[src/rtl/pic8_controller.sv]
// pic8_controller: eight-input programmable interrupt controller.
// Edge-latched pending bits, CPU-writable mask, nested in-service register
// with irq[0] as the highest priority, and specific / non-specific EOI.
// Two memory-mapped words: a0=0 mask, a0=1 status (read) / EOI (write).
module pic8_controller #(
  parameter int          NUM_IRQ      = 8,
  parameter logic [15:0] SPURIOUS_VEC = 16'h0007,
  parameter logic [7:0]  MASK_RESET   = 8'hFF
) (
  input  logic                 clk,
  input  logic                 reset,
  input  logic [NUM_IRQ-1:0]   irq,
  output logic                 int_out,
  input  logic                 intack,
  output logic [15:0]          vector,
  input  logic                 cs,
  input  logic                 a0,
  input  logic                 wr,
  input  logic [15:0]          wdata,
  output logic [15:0]          rdata
);

  localparam logic [1:0] ST_IDLE = 2'd0;
  localparam logic [1:0] ST_REQ  = 2'd1;
  localparam logic [1:0] ST_ACKW = 2'd2;

  // Index of the lowest set bit (highest priority); 0 when none is set.
  function automatic logic [2:0] lowest_idx(input logic [NUM_IRQ-1:0] v);
    logic [2:0] idx;
    idx = 3'd0;
    for (int i = NUM_IRQ - 1; i >= 0; i--) begin
      if (v[i]) begin
        idx = i[2:0];
      end
    end
    return idx;
  endfunction

  logic [NUM_IRQ-1:0] pending_r;
  logic [NUM_IRQ-1:0] isr_r;
  logic [NUM_IRQ-1:0] mask_r;
  logic [NUM_IRQ-1:0] irq_prev_r;
  logic [2:0]         vec_reg_r;
  logic [1:0]         state_r;
  logic               int_out_r;

  logic [NUM_IRQ-1:0] rise_s;
  logic [NUM_IRQ-1:0] prio_ok_s;
  logic [NUM_IRQ-1:0] eligible_s;
  logic               any_eligible_s;
  logic [2:0]         winner_s;
  logic [1:0]         next_state_s;
  logic [2:0]         vec_next_s;
  logic               ack_s;
  logic [NUM_IRQ-1:0] ack_bit_s;
  logic               mask_we_s;
  logic               eoi_we_s;
  logic [NUM_IRQ-1:0] eoi_clr_s;
  logic               unused_wdata_s;

  // Upper write-data bits carry no meaning for either register.
  assign unused_wdata_s = ^wdata[14:8];

  assign rise_s         = irq & ~irq_prev_r;
  assign mask_we_s      = cs & wr & ~a0;
  assign eoi_we_s       = cs & wr & a0;
  assign eligible_s     = pending_r & ~mask_r & prio_ok_s;
  assign any_eligible_s = |eligible_s;
  assign winner_s       = lowest_idx(eligible_s);
  assign ack_bit_s      = ack_s ? (8'd1 << vec_reg_r) : 8'd0;
  assign int_out        = int_out_r;

  // Only indices strictly above (more urgent than) the active in-service level may interrupt.
  always_comb begin
    logic seen_v;
    seen_v    = 1'b0;
    prio_ok_s = 8'd0;
    for (int i = 0; i < NUM_IRQ; i++) begin
      seen_v       = seen_v | isr_r[i];
      prio_ok_s[i] = ~seen_v;
    end
  end

  // EOI decode: non-specific clears the lowest set isr bit, specific clears the addressed bit.
  always_comb begin
    if (!eoi_we_s) begin
      eoi_clr_s = 8'd0;
    end else if (wdata[15]) begin
      eoi_clr_s = isr_r & (~isr_r + 8'd1);
    end else begin
      eoi_clr_s = 8'd1 << wdata[2:0];
    end
  end

  // Request/acknowledge sequencing; vec_reg tracks the winner until the ack edge.
  always_comb begin
    next_state_s = state_r;
    vec_next_s   = vec_reg_r;
    ack_s        = 1'b0;
    case (state_r)
      ST_IDLE: begin
        if (any_eligible_s) begin
          next_state_s = ST_REQ;
          vec_next_s   = winner_s;
        end else begin
          next_state_s = ST_IDLE;
        end
      end
      ST_REQ: begin
        if (intack) begin
          ack_s        = 1'b1;
          next_state_s = ST_ACKW;
        end else if (!any_eligible_s) begin
          next_state_s = ST_IDLE;
        end else begin
          next_state_s = ST_REQ;
          vec_next_s   = winner_s;
        end
      end
      ST_ACKW: begin
        if (!intack) begin
          next_state_s = ST_IDLE;
        end else begin
          next_state_s = ST_ACKW;
        end
      end
      default: begin
        next_state_s = ST_IDLE;
      end
    endcase
  end

  // State, edge detector, pending/isr/mask updates; new edges win over ack clears, ack wins over EOI.
  always_ff @(posedge clk or posedge reset) begin
    if (reset) begin
      pending_r  <= 8'd0;
      isr_r      <= 8'd0;
      mask_r     <= MASK_RESET;
      irq_prev_r <= 8'd0;
      vec_reg_r  <= 3'd0;
      state_r    <= ST_IDLE;
      int_out_r  <= 1'b0;
    end else begin
      irq_prev_r <= irq;
      pending_r  <= (pending_r & ~ack_bit_s) | rise_s;
      isr_r      <= (isr_r & ~eoi_clr_s) | ack_bit_s;
      if (mask_we_s) begin
        mask_r <= wdata[7:0];
      end else begin
        mask_r <= mask_r;
      end
      vec_reg_r  <= vec_next_s;
      state_r    <= next_state_s;
      int_out_r  <= (next_state_s == ST_REQ);
    end
  end

  // Vector is only meaningful while acknowledging a committed request.
  always_comb begin
    if (intack && (state_r == ST_REQ)) begin
      vector = {13'd0, vec_reg_r};
    end else begin
      vector = SPURIOUS_VEC;
    end
  end

  // Register read multiplexer.
  always_comb begin
    rdata = 16'h0000;
    if (cs) begin
      case (a0)
        1'b0:    rdata = {8'h00, mask_r};
        1'b1:    rdata = {isr_r, pending_r};
        default: rdata = 16'h0000;
      endcase
    end else begin
      rdata = 16'h0000;
    end
  end

endmodule

[config.mk]
export PLATFORM = sky130hd
export DESIGN_NAME = pic8_controller
export DESIGN_NICKNAME = d
export VERILOG_FILES = /design/src/rtl/pic8_controller.sv
export SDC_FILE = /design/constraint.sdc
export NUM_CORES = 1
export LEC_CHECK = 0
export ABC_CLOCK_PERIOD_IN_PS = 3100
export BUFFER_PORTS_ARGS = -buffer_cell sky130_fd_sc_hd__buf_2
export CAP_MARGIN = 10
export CORE_AREA = 2 2 58 74
export CTS_CLUSTER_SIZE = 28
export DETAILED_ROUTE_END_ITERATION = 8
export DIE_AREA = 0 0 60 76
export PLACE_DENSITY = 0.82
export SYNTH_ARGS = -nofsm -noshare
export SYNTH_HDL_FRONTEND = slang
export SYNTH_SLANG_ARGS = --single-unit
[constraint.sdc]
create_clock -name clk -period 3.1 [get_ports clk]
set_input_delay 0.62 -clock clk [delete_from_list [all_inputs] [get_ports clk]]
set_output_delay 0.62 -clock clk [all_outputs]
set_load 0.01 [all_outputs]
## Word-level counts from Yosys, hierarchy flattened

Index checks and enable logic that the tools add are counted.
W data, S select, Z words.

- Flip-flop bits (word level): 38
- Bits of input ports: 30
- Logic and storage cells: 74

- Add/subtract/negate cells: 1
- Equal/unequal tests: 4
- Shift-type cells: 2
- Muxes and demuxes: 23
- Bitwise gates (word level): 32
- Reductions and logical operators: 5

Operators by type and width:

| kind | count |
|---|---|
| $and A8 B8 Y8 | 6 |
| $not A8 Y8 | 5 |
| $mux W3 | 11 |
| $pmux W16 S2 | 1 |
| $mux W8 | 3 |
| $mux W16 | 1 |
| $or A8 B8 Y8 | 2 |
| $shl A1 B3 Y8 const A | 2 |
| $not A1 Y1 | 9 |
| $add A8 B1 Y8 const B | 1 |
| $reduce_or A8 Y1 | 1 |
| $or A1 B1 Y1 | 7 |
| $pmux W2 S3 | 1 |
| $pmux W3 S2 | 1 |
| $eq A2 B1 Y1 const B | 2 |
| $mux W2 | 2 |
| $and A1 B1 Y1 | 3 |
| $mux W1 | 3 |
| $eq A2 B2 Y1 const B | 1 |
| $logic_not A2 Y1 | 1 |
| $ne A2 B2 Y1 const B | 1 |
| $reduce_and A2 Y1 | 1 |
| $reduce_bool A2 Y1 | 1 |
| $logic_and A1 B1 Y1 | 1 |

## Logic depth before layout (Yosys ltp)

- Word-level depth: 20
- Mapped depth: 6
- Depth with buffers taken out: 5

## Least setup slack after synthesis

No wires, ideal clock.

- Path kind: input to output
- Start: input port a0
- End: output port rdata[7]
- Data arrival time: 1.531 ns
- Setup slack: 0.949 ns
- Stages on the path: 4
- Buffers on the path: 2
- Cell sequence: clkbuf_1 -> clkbuf_1 -> mux2i_1 -> nor2b_1

- Word-level cells in the longest chain between the ends: 3

RTL lines:

| what | RTL line | RTL |
|---|---|---|
| start, declared | 17 | `input logic a0,` |
| $not A1 Y1 | 171 | `case (a0)` |
| $pmux W16 S2 * | 171 |  |
| $mux W16 * | 170 | `if (cs) begin` |
| end, declared | 20 | `output logic [15:0] rdata` |

Mark *: on every way between the ends. The rest lies on a longest branch, timed or not.

## Worst setup path after layout

- Start: input port intack
- End: output port vector[2]

- Word-level cells in the longest chain between the ends: 2

RTL lines:

| what | RTL line | RTL |
|---|---|---|
| start, declared | 14 | `input logic intack,` |
| $logic_and A1 B1 Y1 | 160 | `if (intack && (state_r == ST_REQ)) begin` |
| $mux W3 | 160 |  |
| end, declared | 15 | `output logic [15:0] vector,` |

No other way between the ends.

==> out/qor.txt <==
Status: complete, no violations
Crit Path Max Fanout: 5
RSZ-0062 raised after global routing: false
Post-CTS Hold Buffers: 0
Ports: 63
Reg2reg start: isr_r[0]$_DFF_PP0_
Crit Path Class: in2out
FILL cells: 339
Yosys warns: 0
Fin nets: 283
CP required: 2480 ps
Fraction of layout cells with a size suffix above 1: 0.299
Clk slew on worst S/H paths: 80 ps
Drt wl/cell: 13.1 um
Bufs on Longest Clock Path: 2
Fin Setup TNS: 0 ps
Grt total ovfl: 0
Post-synth EDFFs: 0
Max Cap Violations: 0
Die area: 4560 um2
First-pass GRT wire length: 6.90 mm
Minimum clock period: 2090 ps
Vias in the first global route: 1496
Detailed-route via count: 1576
Max Slew Vio Count: 0
Post-route ant nets: 0
Fin. Hold Viols: 0
Most frequent cells in the layout: 42 x buf_2, 30 x dfrtp_1, 28 x nand2_1
Gr usage total: 0.202
Final HPWL DP: 2.90 mm
H-tree depth: 2
Seq cells post-synth: 38
CTS tree: done
Initial antenna violation count: 0
Area of the multi-input gates: 940 um2
Mapped Area: 2040 um2
Slew @ Worst Pin: 522 ps
Skew final: 8.42 ps
Root Driver: clkbuf_8
Setup crit start kind: input port
First DRT Iteration DRCs: 52
Die Y: 76 um
F_max: 0.478 GHz
CP arrival: 1470 ps
Compound-cell area share of the yosys netlist: 0.111
Vias/cell: 5.08
Dominant synthesized flop cell: dfrtp_1
IO buf count: 42
Main combinational cell family by area after synthesis: simple AND/OR/NAND/NOR gates
Mux contribution to synthesized area: 0.0890
Setup-failing EPs final: 0
Crit share post-route: 0.676
Synth-to-layout area growth: 16.9%
Hold wc startpoint: irq_prev_r[2]$_DFF_PP0_
Post-CTS Setup Inserts: 0
GP Congestion: 0.883
Register area: 961 um2
Core Area: 3940 um2
Pwr Density: 773 nW/um2
Synth async-reset ratio: 1.00
Largest net degree at the start of global routing: 39
Leak pwr: 0.00121 uW
Cts bufs inserted: 5
Hold WC Path Type: reg2reg
Site Rows: 26
Sequential share of the synthesized area: 0.471
Synth Instances: 211
Residual DRC: 0
Critical Path End Type: output pin
Netlist cell types: 38
Sink Count: 38
Total Wirelength: 4.07 mm
ANT cells: 0
Worst skew pair latency: 290 ps
WHS: 417 ps
Adder-Cell Fraction of Synth Area: 0
Initial Util: 0.518
Post-synthesis xor/xnor area fraction: 0.00429
Post-cts sizing count: 0
Critical path origin: intack
Commonest non-fill, non-tap cell in the layout: buf_2
VDD IR max: 372 uV
Syn Area/Cell: 9.67 um2
Normalized max-slew margin: 0.649
Drt pass-1 iters: 4
Die width: 60 um
Simple-Gate Fraction of Synth Area: 0.233
[synth_stat cells, types with 2 or more instances]
cell      count  area [um2]
clkbuf_1      6        22.5
nand3_1       5        25.0
dfrtp_1      30         751
or3b_2        2        17.5
inv_1        14        52.6
or3_1         2        12.5
a31oi_1       2        12.5
a32oi_1       2        17.5
mux2_2        9         101
nor2_1        4        15.0
buf_4        13        97.6
dfstp_2       8         210
nor4b_1       3        26.3
nor3_1        6        30.0
o21ai_0      18        90.1
a21oi_1      10        50.1
mux2i_1       8        80.1
nand2_1      28         105
and3_1        7        43.8
nand2b_1      2        12.5
or2b_1        3        22.5
nor2b_1      12        75.1
nor3b_1       2        15.0
[critical path, stage by stage]
cell,delay (ps)
buf_2,100
nand2_1,90
nor3_1,420
inv_1,90
buf_2,150
[routing by layer]
metal | track usage | part of all wire | vias up | wire, um
met1 | 0.259 | 0.42 | 736 | 1700
met5 | 0 | 0 | - | 0
li1 | - | - | 777 | -
met2 | 0.321 | 0.51 | 56 | 2080
met4 | 0.0889 | 0.020 | 0 | 80
met3 | 0.0424 | 0.052 | 7 | 212
[path summary, 6_finish.rpt]
check / endpoint / slack, ps / cells past startpoint
max in group asynchronous: mask_r[3]$_DFFE_PP1P_ / 2320 / 3
setup reg to reg: vec_reg_r[0]$_DFFE_PP0P_ / 1120 / 5
min in group asynchronous: irq_prev_r[7]$_DFF_PP0_ / 430 / 3
hold reg to reg: pending_r[2]$_DFF_PP0_ / 420 / 1
setup / recovery: vector[2] / 1010 / 5
hold / removal: pending_r[2]$_DFF_PP0_ / 420 / 1
[logic make-up after synthesis]
| kind of cell | Yosys count |
|---|---|
| muxes | 17 |
| DFF | 38 |
| buffers and inverters | 34 |
| AOI/OAI and AO/OA | 37 |
| other | 1 |
| xor gates and xnor gates | 1 |
| and+or+nand+nor | 83 |
[report_power, final]
group          switching (uW)  internal [uW]
Combinational             297            271
Sequential                135            628
Clock                     170            343
Total                     602           1240
[state kept, by name, indices dropped and copies added (netlist names)]
signal	cells
irq_prev_r	8
isr_r	8
mask_r	8
pending_r	8
vec_reg_r	3
state_r	2
int_out	1
[metrics by stage]
step | worst slack [ps] | utilization | power [uW] | area (um2) | std cells
after global routing | 939 | 0.606 | 1970 | 2380 | 310
after floorplan | 949 | - | 1190 | 2080 | 223
after detailed placement | 1030 | 0.569 | 1330 | 2240 | 302
final | 1010 | 0.606 | 1840 | 2380 | 310
after CTS | 1010 | 0.606 | 1860 | 2380 | 310
after global placement | 1030 | 0.569 | 1310 | 2240 | 302
[final cells by class]
cell class | instances | share of cell area
tap | 56 | 0.0294
clock buffer | 6 | 0.0346
timing repair buffer | 43 | 0.0913
inverter | 14 | 0.0220
clock inverter | 2 | 0.0252
multi-input combinational | 151 | 0.394
sequential | 38 | 0.403
Power figures use the tool's default switching activity.
